### config.mk
export PLATFORM = sky130hd
export DESIGN_NAME = shift_sequencer_flat
export DESIGN_NICKNAME = d
export VERILOG_FILES = /design/src/rtl/shift_seq_pkg.sv /design/src/rtl/shift_seq_if.sv /design/src/rtl/shift_seq_fifo.sv /design/src/rtl/shift_sequencer.sv /design/src/flat_wrapper.sv
export SDC_FILE = /design/constraint.sdc
export NUM_CORES = 1
export LEC_CHECK = 0
export ABC_AREA = 1
export CAP_MARGIN = 20
export CORE_MARGIN = 2
export CORE_UTILIZATION = 56
export DETAILED_ROUTE_END_ITERATION = 8
export PLACE_DENSITY_LB_ADDON = 0.15
export SETUP_SLACK_MARGIN = 0.15
export SLEW_MARGIN = 10
export SYNTH_ARGS = -nofsm -noshare
export SYNTH_HDL_FRONTEND = slang
export SYNTH_SLANG_ARGS = --single-unit
export TNS_END_PERCENT = 30
### constraint.sdc
create_clock -name clk -period 4.28 [get_ports clk]
set_input_delay 0.642 -clock clk [delete_from_list [all_inputs] [get_ports clk]]
set_output_delay 0.642 -clock clk [all_outputs]
set_load 0.01 [all_outputs]
### src/rtl/shift_seq_pkg.sv
// Shared types and widths for the shift sequencer: FSM encoding, operand and amount widths.
package shift_seq_pkg;

  localparam int unsigned DATA_W = 4;
  localparam int unsigned AMT_W  = 2;

  localparam logic [AMT_W-1:0] AMT_LAST = '1;

  typedef enum logic [1:0] {
    StIdle  = 2'd0,
    StIssue = 2'd1,
    StDrain = 2'd2
  } state_e;

endpackage

### src/rtl/shift_seq_if.sv
// Shifter issue/result port and result stream handshake of the shift sequencer.
interface shift_seq_if;
  import shift_seq_pkg::*;

  logic [DATA_W-1:0] sh_data;
  logic [AMT_W-1:0]  sh_amt;
  logic              sh_valid;
  logic [DATA_W-1:0] sh_result;
  logic [DATA_W-1:0] out_data;
  logic              out_valid;
  logic              out_ready;

  modport master (
    output sh_data,
    output sh_amt,
    output sh_valid,
    output out_data,
    output out_valid,
    input  sh_result,
    input  out_ready
  );

  modport slave (
    input  sh_data,
    input  sh_amt,
    input  sh_valid,
    input  out_data,
    input  out_valid,
    output sh_result,
    output out_ready
  );

endinterface

### src/rtl/shift_seq_fifo.sv
// Small result FIFO (power-of-two depth) with synchronous active-low reset and occupancy count.
module shift_seq_fifo #(
  parameter int unsigned DEPTH = 4,
  parameter int unsigned WIDTH = 4,
  localparam int unsigned PtrW = $clog2(DEPTH),
  localparam int unsigned CntW = $clog2(DEPTH + 1)
) (
  input  logic            clk,
  input  logic            rst_n,
  input  logic            i_push,
  input  logic            i_pop,
  input  logic [WIDTH-1:0] i_din,
  output logic [WIDTH-1:0] o_dout,
  output logic            o_full,
  output logic            o_empty,
  output logic [CntW-1:0] o_count
);

  logic [WIDTH-1:0] r_mem [DEPTH];
  logic [PtrW-1:0]  r_wptr;
  logic [PtrW-1:0]  r_rptr;
  logic [CntW-1:0]  r_count;
  logic             w_push;
  logic             w_pop;

  assign o_full  = (r_count == CntW'(DEPTH));
  assign o_empty = (r_count == '0);
  assign o_count = r_count;
  // Empty FIFO presents zero so the stream output is clean after reset.
  assign o_dout  = o_empty ? '0 : r_mem[r_rptr];

  assign w_push = i_push && !o_full;
  assign w_pop  = i_pop && !o_empty;

  always_ff @(posedge clk) begin
    if (!rst_n) begin
      r_wptr  <= '0;
      r_rptr  <= '0;
      r_count <= '0;
    end else begin
      if (w_push) r_wptr <= r_wptr + PtrW'(1);
      if (w_pop)  r_rptr <= r_rptr + PtrW'(1);
      if (w_push && !w_pop)      r_count <= r_count + CntW'(1);
      else if (w_pop && !w_push) r_count <= r_count - CntW'(1);
    end
  end

  always_ff @(posedge clk) begin
    if (w_push) r_mem[r_wptr] <= i_din;
  end

endmodule

### src/rtl/shift_sequencer.sv
// Issues amounts 0..3 of a latched operand to an external shifter and streams results via a FIFO.
// Optional macro SHIFT_SEQ_LEVEL_EN adds a FIFO occupancy output 'level'.
module shift_sequencer
  import shift_seq_pkg::*;
#(
  parameter int unsigned FIFO_DEPTH = 4
) (
  input  logic              clk,
  input  logic              rst_n,
  input  logic              ena,
  input  logic              start,
  input  logic [DATA_W-1:0] data_in,
  output logic              busy,
  output logic              done,
`ifdef SHIFT_SEQ_LEVEL_EN
  output logic [2:0]        level,
`endif
  shift_seq_if.master       bus
);

  localparam int unsigned CntW = $clog2(FIFO_DEPTH + 1);

  state_e            r_state;
  logic [DATA_W-1:0] r_operand;
  logic [AMT_W-1:0]  r_amt;
  logic              r_done;

  logic              w_issue;
  logic              w_full;
  logic              w_empty;
  logic [CntW-1:0]   w_count;
  logic [DATA_W-1:0] w_head;
  logic              w_push;
  logic              w_pop;
  logic              w_last_pop;

  assign w_issue = (r_state == StIssue);

  // Fullness is the registered count, so a same-cycle pop never unblocks an issue.
  assign bus.sh_valid  = w_issue && !w_full;
  assign bus.sh_data   = w_issue ? r_operand : '0;
  assign bus.sh_amt    = w_issue ? r_amt : '0;
  assign bus.out_valid = !w_empty;
  assign bus.out_data  = w_head;

  assign w_push     = ena && bus.sh_valid;
  assign w_pop      = ena && bus.out_valid && bus.out_ready;
  assign w_last_pop = w_pop && !w_push && (w_count == CntW'(1));

  assign busy = (r_state != StIdle);
  assign done = r_done;

`ifdef SHIFT_SEQ_LEVEL_EN
  assign level = 3'(w_count);
`endif

  shift_seq_fifo #(
    .DEPTH (FIFO_DEPTH),
    .WIDTH (DATA_W)
  ) u_fifo (
    .clk     (clk),
    .rst_n   (rst_n),
    .i_push  (w_push),
    .i_pop   (w_pop),
    .i_din   (bus.sh_result),
    .o_dout  (w_head),
    .o_full  (w_full),
    .o_empty (w_empty),
    .o_count (w_count)
  );

  always_ff @(posedge clk) begin
    if (!rst_n) begin
      r_state   <= StIdle;
      r_operand <= '0;
      r_amt     <= '0;
      r_done    <= 1'b0;
    end else begin
      // done is a single-cycle pulse even if ena drops right after it.
      r_done <= 1'b0;
      if (ena) begin
        unique case (r_state)
          StIdle: begin
            if (start) begin
              r_operand <= data_in;
              r_amt     <= '0;
              r_state   <= StIssue;
            end
          end
          StIssue: begin
            if (w_push) begin
              if (r_amt == AMT_LAST) r_state <= StDrain;
              else                   r_amt   <= r_amt + AMT_W'(1);
            end
          end
          StDrain: begin
            if (w_empty || w_last_pop) begin
              r_state <= StIdle;
              r_done  <= 1'b1;
            end
          end
          default: r_state <= StIdle;
        endcase
      end
    end
  end

endmodule

### src/flat_wrapper.sv
// flat-port wrapper written by rule: the top's interface ports become plain ports
module shift_sequencer_flat import shift_seq_pkg::*;
#(
  parameter int unsigned FIFO_DEPTH = 4
)
  (clk, rst_n, ena, start, data_in, busy, done, bus_sh_data, bus_sh_amt, bus_sh_valid, bus_out_data, bus_out_valid, bus_sh_result, bus_out_ready);
  shift_seq_if bus_i ();
  input  logic clk;
  input  logic rst_n;
  input  logic ena;
  input  logic start;
  input  logic [DATA_W-1:0] data_in;
  output logic busy;
  output logic done;
  output wire logic [$bits(bus_i.sh_data)-1:0] bus_sh_data;
  output wire logic [$bits(bus_i.sh_amt)-1:0] bus_sh_amt;
  output wire logic [$bits(bus_i.sh_valid)-1:0] bus_sh_valid;
  output wire logic [$bits(bus_i.out_data)-1:0] bus_out_data;
  output wire logic [$bits(bus_i.out_valid)-1:0] bus_out_valid;
  input wire logic [$bits(bus_i.sh_result)-1:0] bus_sh_result;
  input wire logic [$bits(bus_i.out_ready)-1:0] bus_out_ready;
  assign bus_sh_data = bus_i.sh_data;
  assign bus_sh_amt = bus_i.sh_amt;
  assign bus_sh_valid = bus_i.sh_valid;
  assign bus_out_data = bus_i.out_data;
  assign bus_out_valid = bus_i.out_valid;
  assign bus_i.sh_result = bus_sh_result;
  assign bus_i.out_ready = bus_out_ready;
  shift_sequencer #(.FIFO_DEPTH(FIFO_DEPTH)) u_core (.clk(clk), .rst_n(rst_n), .ena(ena), .start(start), .data_in(data_in), .busy(busy), .done(done), .bus(bus_i));
endmodule
After elaboration in Yosys (flattened, before gate mapping)

Memory sizes are Yosys's and may differ from the RTL's. A register that Yosys moved wholly into a read port is not among the register bits.
Index checks and enable logic that the tools add are counted.

Logic and storage cells: 67
Bits in registers: 16
Memories: 1
Input port bits: 13
Memory bits (writable): 16

Memory list:

| name                | depth | bits a word | read ports | clocked after memory_dff | wr ports | RTL line             | source |
|---|---|---|---|---|---|---|---|
| u_core.u_fifo.r_mem | 4     | 4           | 1          | 1                        | 1        | shift_seq_fifo.sv:19 | `logic [WIDTH-1:0] r_mem [DEPTH];` |

$add $sub $neg: 5
Multiplexer cells: 19
Equal/unequal tests: 10
Reduce and logical (&&, ||, !) cells: 25

Operator list:

| operator                                         | count |
|---|---|
| 2-to-1 mux 2 bit                                 | 10 |
| logical AND 1 bit                                | 10 |
| AND reduction 5 bit                              | 2 |
| 2-to-1 mux 4 bit                                 | 2 |
| != test 2 bit, second input constant             | 4 |
| adder 2 x 1 -> 2 bit, second input constant      | 3 |
| 2-to-1 mux 3 bit                                 | 2 |
| one-hot mux 2 bit (3 select lines)               | 1 |
| AND reduction 3 bit                              | 2 |
| nonzero test 2 bit                               | 3 |
| zero test 1 bit                                  | 5 |
| == test 2 bit, second input constant             | 2 |
| one-hot mux 2 bit (2 select lines)               | 1 |
| adder 3 x 1 -> 3 bit, second input constant      | 1 |
| == test 3 x 1 -> 1 bit, second input constant    | 1 |
| == test 3 bit, second input constant             | 1 |
| zero test 3 bit                                  | 1 |
| 2-to-1 mux 1 bit                                 | 3 |
| subtractor 3 x 1 -> 3 bit, second input constant | 1 |
| == test 2 x 1 -> 1 bit, second input constant    | 1 |
| zero test 2 bit                                  | 1 |
| != test 2 x 1 -> 1 bit, second input constant    | 1 |
| logical OR 1 bit                                 | 1 |

Logic depth before layout (Yosys ltp)

Word-level depth: 10
Depth in mapped cells: 12
Depth with buffers taken out: 12

Cells and area by module

Synthesis repeated with hierarchy kept, for this count alone.

Cell total of the unflattened synthesis: 196
Area total of the unflattened synthesis: 1664.1 µm²

By module, submodules not included:

| module          | area an instance (µm²) | times used | cells an instance | seq. area each (µm²) |
|---|---|---|---|---|
| shift_seq_fifo  | 1129.8                 | 1          | 117               | 660.6 |
| shift_sequencer | 534.3                  | 1          | 79                | 180.2 |

Least setup slack after synthesis

OpenSTA, ideal clock, no wires.

Kind: reg2reg
Start: register u_core.u_fifo.r_count[0], in the netlist u_core.u_fifo.o_count[0]
End: register u_core.u_fifo.r_count[2], in the netlist u_core.u_fifo.o_count[2]
Library setup time: 0.122 ns
Arrival: 1.626 ns
Path buffers: 0
Cell stages (with the launch flop): 12
Path slack: 2.532 ns
Cells stage by stage: dfxtp_1 inv_1 ha_1 inv_1 nor2_1 nor2_1 inv_1 ha_1 nor2_1 o21ai_0 o21ai_0 a21oi_1

Cells in the longest elaborated chain, start to end: 8
Elaborated cells between the ends (all ways): 19
Those cells by class: 2 x add/sub; 1 x eq/ne; 2 x mux; 14 x reduce/logical

Ends and longest elaborated chain:

| item                                                                    | RTL line                                     | source |
|---|---|---|
| start, declared                                                         | shift_seq_fifo.sv:22                         | `logic [CntW-1:0] r_count;` |
| start signal, assigned                                                  | shift_seq_fifo.sv:43                         | `if (w_push && !w_pop) r_count <= r_count + CntW'(1);` |
| start signal, assigned                                                  | shift_seq_fifo.sv:44                         | `else if (w_pop && !w_push) r_count <= r_count - CntW'(1);` |
| == test 3 bit or zero test 3 bit (tied branches)                        | shift_seq_fifo.sv:26, shift_seq_fifo.sv:27   |  |
| zero test 1 bit (on tied branches)                                      | -                                            |  |
| logical AND 1 bit (on tied branches)                                    | shift_sequencer.sv:40, shift_sequencer.sv:47 |  |
| logical AND 1 bit (on tied branches)                                    | shift_sequencer.sv:46, shift_sequencer.sv:47 |  |
| logical AND 1 bit (on tied branches)                                    | shift_seq_fifo.sv:32, shift_seq_fifo.sv:33   |  |
| zero test 1 bit (on tied branches)                                      | shift_seq_fifo.sv:44, shift_seq_fifo.sv:43   |  |
| logical AND 1 bit (on tied branches)                                    | shift_seq_fifo.sv:44, shift_seq_fifo.sv:43   |  |
| nonzero test 2 bit (no source line) or 2-to-1 mux 3 bit (tied branches) | -                                            |  |

Parallel ways exist; a longest one is shown, timed or not. The select of a mux whose other input is x is not followed.
A chain may end at the register's enable or synchronous reset.

Final worst setup path

Start: register u_core.u_fifo.r_count[1], in the netlist u_core.u_fifo.o_count[1]
End: output port bus_out_valid

Cells in the longest elaborated chain, start to end: 2

Ends and longest elaborated chain:

| item            | RTL line              | source |
|---|---|---|
| zero test 3 bit | shift_seq_fifo.sv:27  | `assign o_empty = (r_count == '0);` |
| zero test 1 bit | shift_sequencer.sv:43 | `assign bus.out_valid = !w_empty;` |
| end, declared   | flat_wrapper.sv:19    | `output wire logic [$bits(bus_i.out_valid)-1:0] bus_out_valid;` |

No other way between the ends.

==> impl_metrics.yaml <==
logic_synthesis:
  syn_avg_cell_area_sq_um: 8.72
  synth.distinct_cells: 20
  yosysWarningCount: 0
  seq_area_frac_synth_pct: 53.0
  yosys_register_bits: 34
  syn_nets: 205
  syn_area_sq_um: 1590
  synthCells: 182
sta:
  fin_worst_skew_ns: 0.00740
  worstMarginPinSlew_ns: 0.471
  drv_slew: 0
  tns_ns: 0
  rsz0062_at_grt: "false"
  fin_crit_ns: 2.68
  finalCritPeriodShare_pct: 62.6
  hold_violations: 0
  fin_ws_ns: 1.60
  relSlewSlack_pct: 68.5
  fmax_mhz: 373
  setup_violations: 0
status:
  status: "finished, final reports clean"
worst_setup_path:
  crit_slowest_cell: "clkdlybuf4s50_1"
  cp_max_fo: 6
  cp.required_ns: 3.64
  crit_type: "register to output port"
  start_kind: "register"
  slowest_delay_ns: 0.51
  r2r-start: "u_core.u_fifo.o_count[1]"
  cp_cell_sequence: "inv_1, ha_1, inv_1, nor2_1, inv_1, clkdlybuf4s50_1"
  rr_worst_depth: 11
  startpoint: "u_core.u_fifo.o_count[1]"
  end_kind: "output port"
  crit_path_frequent_cell: "inv_1"
  crit_arrival_ns: 2.04
power:
  switchingPower_mw: 0.206
  power_frac_clock_pct: 36.3
  p_leak_nw: 0.801
  power_frac_seq_pct: 45.3
  swShare_pct: 25.4
  power.total_mw: 0.812
  p_comb_share_pct: 18.4
  p_per_area_nw_per_um2: 412
  vdd_drop_max_v: 0.000389
  p_int_mw: 0.606
cts:
  clock_path_buffers: 2
  hold_buffers: 0
  cts_setup_buffers: 0
  path_clk_slew_ns: 0.11
  ctsResizeCount: 0
  tritoncts: "yes"
  htree_levels: 2
  cts-buffers-inserted: 5
  clock-sinks: 34
  insertion_delay_ns: 0.34
  clockRootBuffer: "clkbuf_4"
placed_design:
  io_buffer_count: 26
  hpwl_um: 2340
  dp.cells: 236
  place_area_sq_um: 1870
  pre_cts_ws_ns: 1.85
  gp_congestion: 0.776
detailed_routing:
  dr.pass1.iters: 4
  wl_um: 3160
  drt-initial-drc-count: 22
  post-route-drc-count: 0
  num_vias: 1227
  viasPerCell: 5.03
  ant_nets: 0
  wl_per_cell_um: 12.9
floorplan:
  die-area_sq_um: 3270
  coreArea_sq_um: 2730
  die_height_um: 57.2
  rows: 19
  chipWidth_um: 57.2
  start_util_pct: 58.0
  pin_count: 27
global_routing:
  grt_max_degree: 13
  grt_pass1_vias: 1242
  grt_pass1_wl_um: 5410
  grt_antenna_before_repair: 0
  gr-usage-all-layers_pct: 22.0
  grt.overflow.total: 0
hold_path:
  hold_path_class: "register to register"
  min_from: "u_core.r_operand[3]"
  whs_path_depth: 2
layout:
  final_common_cell: "nor2_1"
  design_area_sq_um: 1970
  multiInputGateArea_sq_um: 614
  stdcell_count: 244
  final-seq-area_sq_um: 841
  fillers: 215
  fin_nets: 235
  diodes: 0
  layout_common_cells: "nor2_1, inv_1, clkdlybuf4s50_1"
  syn2layout_area_growth_pct: 24.4
  drive_above_1_share_pct: 7.04
run:
  maxCapViolations: 0
## registers in the layout (all words and copies together), names as in the netlist, named ones only
register	flops
u_core.u_fifo.o_count	3
u_core.u_fifo.r_rptr	2
u_core.u_fifo.r_wptr	2
u_core.u_fifo.r_mem	16
u_core.r_state	2
u_core.done	1
u_core.r_operand	4
u_core.r_amt	2
## cells in the mapped netlist, drive strengths merged
library cell / number / area [sq um]
dfxtp: 18 / 360
xnor2: 1 / 8.76
nand3: 4 / 30.0
buf: 1 / 11.3
edfxtp: 16 / 480
xor2: 2 / 17.5
inv: 30 / 113
clkbuf: 2 / 7.51
nor2: 43 / 171
o21bai: 1 / 7.51
nand2: 15 / 58.8
nor3: 2 / 10.0
o21ai: 17 / 85.1
a21oi: 20 / 100
ha: 10 / 125
## cell families after synthesis
kind of cell / synth area share [%]
buf+inv: 8.28
simple gates: 17.0
xor+xnor: 1.66
fa+ha+maj: 7.89
flops: 53.0
compound gates: 12.1
## final timing paths
kind / slack [ns] / endpoint
setup reg to reg: 2.24 / u_core.u_fifo.o_count[2]
setup / recovery: 1.60 / bus_out_valid
hold reg to reg: 0.46 / u_core.r_operand[3]
hold / removal: 0.46 / u_core.r_operand[3]
## cell type report
cell class	count	share of cell area, %
Multi-Input combinational cell	115	31.1
Clock buffer	5	1.90
Timing Repair Buffer	26	13.2
Clock inverter	3	3.49
Inverter	30	5.71
Sequential cell	34	42.6
Tap cell	31	1.97
## metrics by stage
| stage | hold WS, ns | util [%] |
|---|---|---|
| finish | 0.465 | 72.2 |
| global route | 0.488 | 72.2 |
| CTS | 0.468 | 72.2 |
| detailed placement | 0.452 | 68.3 |
| global placement | 0.441 | 68.3 |
| floorplan | 0.430 | - |
## power groups by stage
stage                     sequential, mW  combinational [mW]  clock, mW
after floorplan                    0.371              0.0906          0
after global placement             0.374               0.144          0
after detailed placement           0.376               0.149          0
after CTS                          0.368               0.151      0.301
after global routing               0.370               0.171      0.313
final                              0.368               0.150      0.294
## critical path: cells and delay by family (launching register included)
family                     cells  cell delay (ns)
adders and majority gates      1             0.19
buffers and inverters          4             0.83
and+or+nand+nor                1             0.37
DFF                            1             0.33
## metal layers
metal | share of wire [%] | up-vias | GRT usage, %
li1 | - | 641 | -
met1 | 44 | 549 | 25.7
met2 | 50 | 31 | 36.9
met3 | 5.0 | 6 | 7.71
met4 | 1.5 | 0 | 8.97
met5 | 0 | - | 0
Note: power is estimated with default switching activity, not from simulation.
